File: src/rtl/int_addsub_pkg.sv
// int_addsub_pkg: shared FSM states, op encodings and sizing helpers for the
// digit-serial integer add/sub datapath.
package int_addsub_pkg;
    typedef enum logic [1:0] {IDLE, RUN, DONE} state_t;
    localparam logic OP_ADD = 1'b0;
    localparam logic OP_SUB = 1'b1;
    localparam int DEF_WIDTH = 32;
    localparam int DEF_SLICE = 8;
    function automatic int nslice(input int width, input int slice);
        return width / slice;
    endfunction
endpackage

File: src/rtl/addsub_slice.sv
// addsub_slice: combinational SLICE-bit ripple add/sub (B inverted when sub=1);
// c_msb is the carry into the top bit, used for signed overflow detection.
module addsub_slice #(
    parameter int SLICE = 8
) (
    input  logic [SLICE-1:0] a,
    input  logic [SLICE-1:0] b,
    input  logic             sub,
    input  logic             cin,
    output logic [SLICE-1:0] s,
    output logic             cout,
    output logic             c_msb
);
    logic [SLICE-1:0] bx;
    logic [SLICE:0]   c;
    assign bx = b ^ {SLICE{sub}};
    always_comb begin
        c    = '0;
        s    = '0;
        c[0] = cin;
        for (int i = 0; i < SLICE; i++) begin
            s[i]   = a[i] ^ bx[i] ^ c[i];
            c[i+1] = (a[i] & bx[i]) | (c[i] & (a[i] ^ bx[i]));
        end
    end
    assign cout  = c[SLICE];
    assign c_msb = c[SLICE-1];
endmodule

File: src/rtl/int_addsub_seq.sv
// int_addsub_seq: digit-serial adder/subtractor, one SLICE-bit slice per cycle.
// Define INT_ADDSUB_OVF_EN to compute signed overflow; otherwise ovf is tied to 0.
module int_addsub_seq
    import int_addsub_pkg::*;
#(
    parameter int WIDTH = DEF_WIDTH,
    parameter int SLICE = DEF_SLICE
) (
    input  logic             clk,
    input  logic             rst_n,
    input  logic             in_valid,
    output logic             in_ready,
    input  logic [WIDTH-1:0] a,
    input  logic [WIDTH-1:0] b,
    input  logic             sub,
    output logic             out_valid,
    input  logic             out_ready,
    output logic [WIDTH-1:0] sum,
    output logic             cout,
    output logic             ovf
);
    localparam int NSLICE = nslice(WIDTH, SLICE);
    localparam int IW = (NSLICE > 1) ? $clog2(NSLICE) : 1;
    localparam logic [IW-1:0] LAST = IW'(NSLICE - 1);

    if (WIDTH % SLICE != 0) begin : g_bad_width
        $error("int_addsub_seq: WIDTH must be a multiple of SLICE");
    end

    state_t           state;
    logic [WIDTH-1:0] a_r, b_r;
    logic             sub_r, carry;
    logic [IW-1:0]    idx;
    logic [SLICE-1:0] ss;
    logic             sc, c_msb, last;

    assign last = (idx == LAST);

    addsub_slice #(.SLICE(SLICE)) u_slice (
        .a    (a_r[int'(idx)*SLICE +: SLICE]),
        .b    (b_r[int'(idx)*SLICE +: SLICE]),
        .sub  (sub_r),
        .cin  (carry),
        .s    (ss),
        .cout (sc),
        .c_msb(c_msb)
    );

    always_ff @(posedge clk or negedge rst_n) begin
        if (!rst_n) begin
            state     <= IDLE;
            in_ready  <= 1'b1;
            out_valid <= 1'b0;
            a_r       <= '0;
            b_r       <= '0;
            sub_r     <= 1'b0;
            carry     <= 1'b0;
            idx       <= '0;
            sum       <= '0;
            cout      <= 1'b0;
        end else begin
            case (state)
                IDLE: if (in_valid) begin
                    a_r      <= a;
                    b_r      <= b;
                    sub_r    <= sub;
                    carry    <= (sub == OP_SUB);
                    idx      <= '0;
                    in_ready <= 1'b0;
                    state    <= RUN;
                end
                RUN: begin
                    sum[int'(idx)*SLICE +: SLICE] <= ss;
                    carry <= sc;
                    idx   <= last ? '0 : idx + 1'b1;
                    if (last) begin
                        cout      <= sc;
                        out_valid <= 1'b1;
                        state     <= DONE;
                    end
                end
                DONE: if (out_ready) begin
                    out_valid <= 1'b0;
                    in_ready  <= 1'b1;
                    state     <= IDLE;
                end
                default: state <= IDLE;
            endcase
        end
    end

`ifdef INT_ADDSUB_OVF_EN
    always_ff @(posedge clk or negedge rst_n) begin
        if (!rst_n)
            ovf <= 1'b0;
        else if (state == RUN && last)
            ovf <= c_msb ^ sc;
    end
`else
    logic unused_c_msb;
    assign unused_c_msb = c_msb;
    assign ovf = 1'b0;
`endif
endmodule

File: config.mk
export PLATFORM = sky130hd
export DESIGN_NAME = int_addsub_seq
export DESIGN_NICKNAME = d
export VERILOG_FILES = /design/src/rtl/int_addsub_pkg.sv /design/src/rtl/addsub_slice.sv /design/src/rtl/int_addsub_seq.sv
export SDC_FILE = /design/constraint.sdc
export NUM_CORES = 1
export LEC_CHECK = 0
export CAP_MARGIN = 10
export CORE_UTILIZATION = 35
export CTS_CLUSTER_SIZE = 30
export DETAILED_ROUTE_END_ITERATION = 10
export PLACE_DENSITY = 0.7
export SETUP_SLACK_MARGIN = 0.4
export SLEW_MARGIN = 15
export SYNTH_ARGS = -nofsm -noshare
export SYNTH_HDL_FRONTEND = slang
export SYNTH_SLANG_ARGS = --single-unit
File: constraint.sdc
create_clock -name clk -period 4.97 [get_ports clk]
set_clock_uncertainty 0.15 [all_clocks]
set_input_delay 0.497 -clock clk [delete_from_list [all_inputs] [get_ports clk]]
set_output_delay 0.497 -clock clk [all_outputs]
set_load 0.03 [all_outputs]
==> impl_results.md, run 1 <==
* Mapped Avg Cell Area at 15.5 um2
* CTS Sinks at 105
* Largest area contributor in the netlist: dfrtp_1
* IO Pins at 105
* Synth area leaders: dfrtp_1, mux2_2, mux4_2, mux4_1, fa_1
* Placer congestion estimate at 0.794
* Final Setup Violations at 0
* Hold slack at -0.00657 ns
* Worst setup path category: flip-flop to flip-flop
* Die Y at 118 um
* Number of diodes at 0
* Setup TNS at 0 ns
* Syn Nets at 390
* Post-DP HPWL at 7920 um
* Area of the mapped netlist at 0.00475 mm2
* Cell seen most often among critical-path stages: fa_1
* Clk pin slew, worst setup/hold paths at 0.07 ns
* First-pass GRT wire length at 16500 um
* Largest stage delay on the critical path at 0.60 ns
* Run status: finished with violations
* Leak pwr at 2.57 nW
* Met2 usage at 26.7%
* Routed WL per cell at 17.6 um
* Final std cells w/o fill at 590
* Vias per inst at 5.01
* Hold Violations, Final at 2
* Final min period at 4.29 ns
* Arr. time, crit path at 4.36 ns
* Final-stage net count at 492
* Vias in the first global route at 3036
* RSZ-0062 raised after global routing: false
* Peak VDD IR at 0.479 mV
* CP max stage cell: mux4_1
* Synth Instances at 307
* TritonRoute pass-1 iters at 7
* Synth async-reset ratio at 100%
* Max-Cap Viols at 0
* Die W at 118 um
* Worst Path Buf+Inv at 3
* Port-buffer cells at 103
* Synth cell types at 34
* Synth Register Bits at 105
* Initial antenna violation count at 0
* GRT Resource Usage Total at 15.5%
* Count leader, synth: dfrtp_1
* Ys flop type: dfrtp_1
* Core Rows at 42
* Startpoint types: flip-flop
* Crit path max-delay family: adder cells
* Worst-skew pair later-pin latency at 0.34 ns
* GRT met1 Usage at 19.1%
* Worst setup EP type: flip-flop
* Die area at 0.0140 mm2
* Grt peak-use layer: met2
* PwrDens at 740 mW/mm2
* Most frequent cells after synthesis: dfrtp_1, mux2_2, a22o_1
* Total of warnings raised by yosys at 0
* Post-route DRC at 0
* Postcts setup bufs at 0
* Core Box Area at 0.0132 mm2
* Cts bufs inserted at 9
* Relative slew margins at 49.5%
* Post-synthesis sequential area ratio at 55.4%
* CP Cell Sequence: buf_4 -> buf_4 -> mux4_1 -> xor2_1 -> fa_1 -> fa_1 -> inv_1 -> fa_1 -> fa_1 -> fa_1 -> fa_1 -> o2bb2ai_1
* ANT nets after route at 0
* Share of layout cells above drive strength 1 at 23.4%
* Initial Util at 35.8%
* Req. time, crit path at 5.04 ns
* Iteration-0 DRC Markers at 117
* Worst slew pin tran at 0.758 ns
* CTS resizes at 0
* Post-CTS Hold Fix Bufs at 0
* Via Count at 2955
* Met3 usage at 3.76%
* CTS tree: done
* Worst Path Max Fanout at 16
* # placed instances at 574
* Failing checks: negative hold slack
* Fmax at 233 MHz
* Top-area cell type share of the netlist area at 54.8%
* Total Wirelength at 10400 um
* Crit share post-route at 86.2%
* Area Overhead vs Synth at 31.0%
* Clk root buf: clkbuf_16
* Total gr overflow at 0
* Number of synthesized flops with an enable pin at 0
* CTS max path bufs at 2
* Max Slew Vio Count at 0
* H-Tree Depth at 3
* Hold Path Class: input pin to asynchronous set/reset pin
* Largest net degree at the start of global routing at 62
[where the power goes]
group	internal [mW]	leakage [nW]	total, mW	switching (mW)
clock network	0.456	0.153	0.755	0.298
registers	1.22	1.30	1.44	0.225
logic	1.14	1.12	2.40	1.26
total	2.81	2.57	4.60	1.78
[placed cells by master (no fill, tap or decap), types with 3 or more instances in the layout]
| master | synthesis | layout |
|---|---|---|
| buf_4 | 3 | 6 |
| nor2_1 | 5 | 4 |
| mux2_2 | 65 | 65 |
| mux4_2 | 9 | 9 |
| nand2b_1 | 3 | 3 |
| ha_1 | 6 | 6 |
| xor2_1 | 4 | 4 |
| a22o_1 | 17 | 17 |
| clkdlybuf4s50_1 | 0 | 102 |
| xnor2_1 | 4 | 4 |
| o2bb2ai_1 | 16 | 16 |
| mux4_1 | 7 | 7 |
| dfrtp_1 | 104 | 104 |
| nand2_1 | 7 | 7 |
| clkbuf_16 | 0 | 9 |
| fa_1 | 8 | 8 |
| a21oi_1 | 5 | 5 |
| inv_1 | 9 | 9 |
[routing by layer]
| layer | vias to the layer above | wire (um) |
|---|---|---|
| met5 | - | 0 |
| met4 | 0 | 150 |
| met3 | 12 | 530 |
| met2 | 86 | 5250 |
| met1 | 1521 | 4430 |
| li1 | 1336 | - |
[path summary, 6_finish.rpt]
path,depth (start not counted),from,slack (ns),to
min in group clk,1,sum[20],0.34,sum[20]
min,1,rst_n,-0.007,a_r[1]
max in group asynchronous,2,rst_n,3.50,b_r[1]
max,12,idx[0],0.68,sum[7]
max reg2reg,12,idx[0],0.68,sum[7]
min reg2reg,1,sum[20],0.34,sum[20]
[registers in the layout, summed over array words and instances, names as in the netlist]
register,cells
out_valid,1
cout,1
sub_r,1
b_r,32
carry,1
in_ready,1
a_r,32
state,2
idx,2
sum,32
[cell type report]
cell class | instances | area [um2]
Clock inverter | 4 | 76.3
Clock buffer | 12 | 246
Timing Repair Buffer | 108 | 1070
Fill cell | 1204 | 7030
Inverter | 9 | 33.8
Tap cell | 176 | 220
Sequential cell | 105 | 2630
Multi-Input combinational cell | 176 | 1950
[stage by stage]
stage	area, um2	total power, mW	utilization [%]	setup WS [ns]
floorplan	4750	3.10	-	0.851
global placement	5890	3.76	44.5	0.811
detailed placement	5890	3.88	44.5	0.670
CTS	6220	4.65	46.9	0.662
global route	6220	4.87	46.9	0.506
finish	6220	4.60	46.9	0.684
[logic make-up (layout without fill, tap and decap cells)]
family          Yosys count  in the layout  share of synthesized area [%]
compound gates           45             45                           7.62
fa+ha+maj                14             14                           4.96
xor+xnor                  8              8                           1.48
flops                   105            105                           55.4
other cells               1              1                         0.0790
buf+inv                  26            133                           3.77
mux                      81             81                           23.6
simple gates             27             27                           3.14
Power figures use the tool's default switching activity.
==> run 2, diff against run 1 <==
--- a/config.mk
+++ b/config.mk
@@ -11,6 +11,7 @@
 export DETAILED_ROUTE_END_ITERATION = 10
 export PLACE_DENSITY = 0.7
 export SETUP_SLACK_MARGIN = 0.4
+export SKIP_CTS_REPAIR_TIMING = 1
 export SLEW_MARGIN = 15
 export SYNTH_ARGS = -nofsm -noshare
 export SYNTH_HDL_FRONTEND = slang
==> results of run 2 <==
The final DEF is identical to that of run 1; final timing and power are the same.
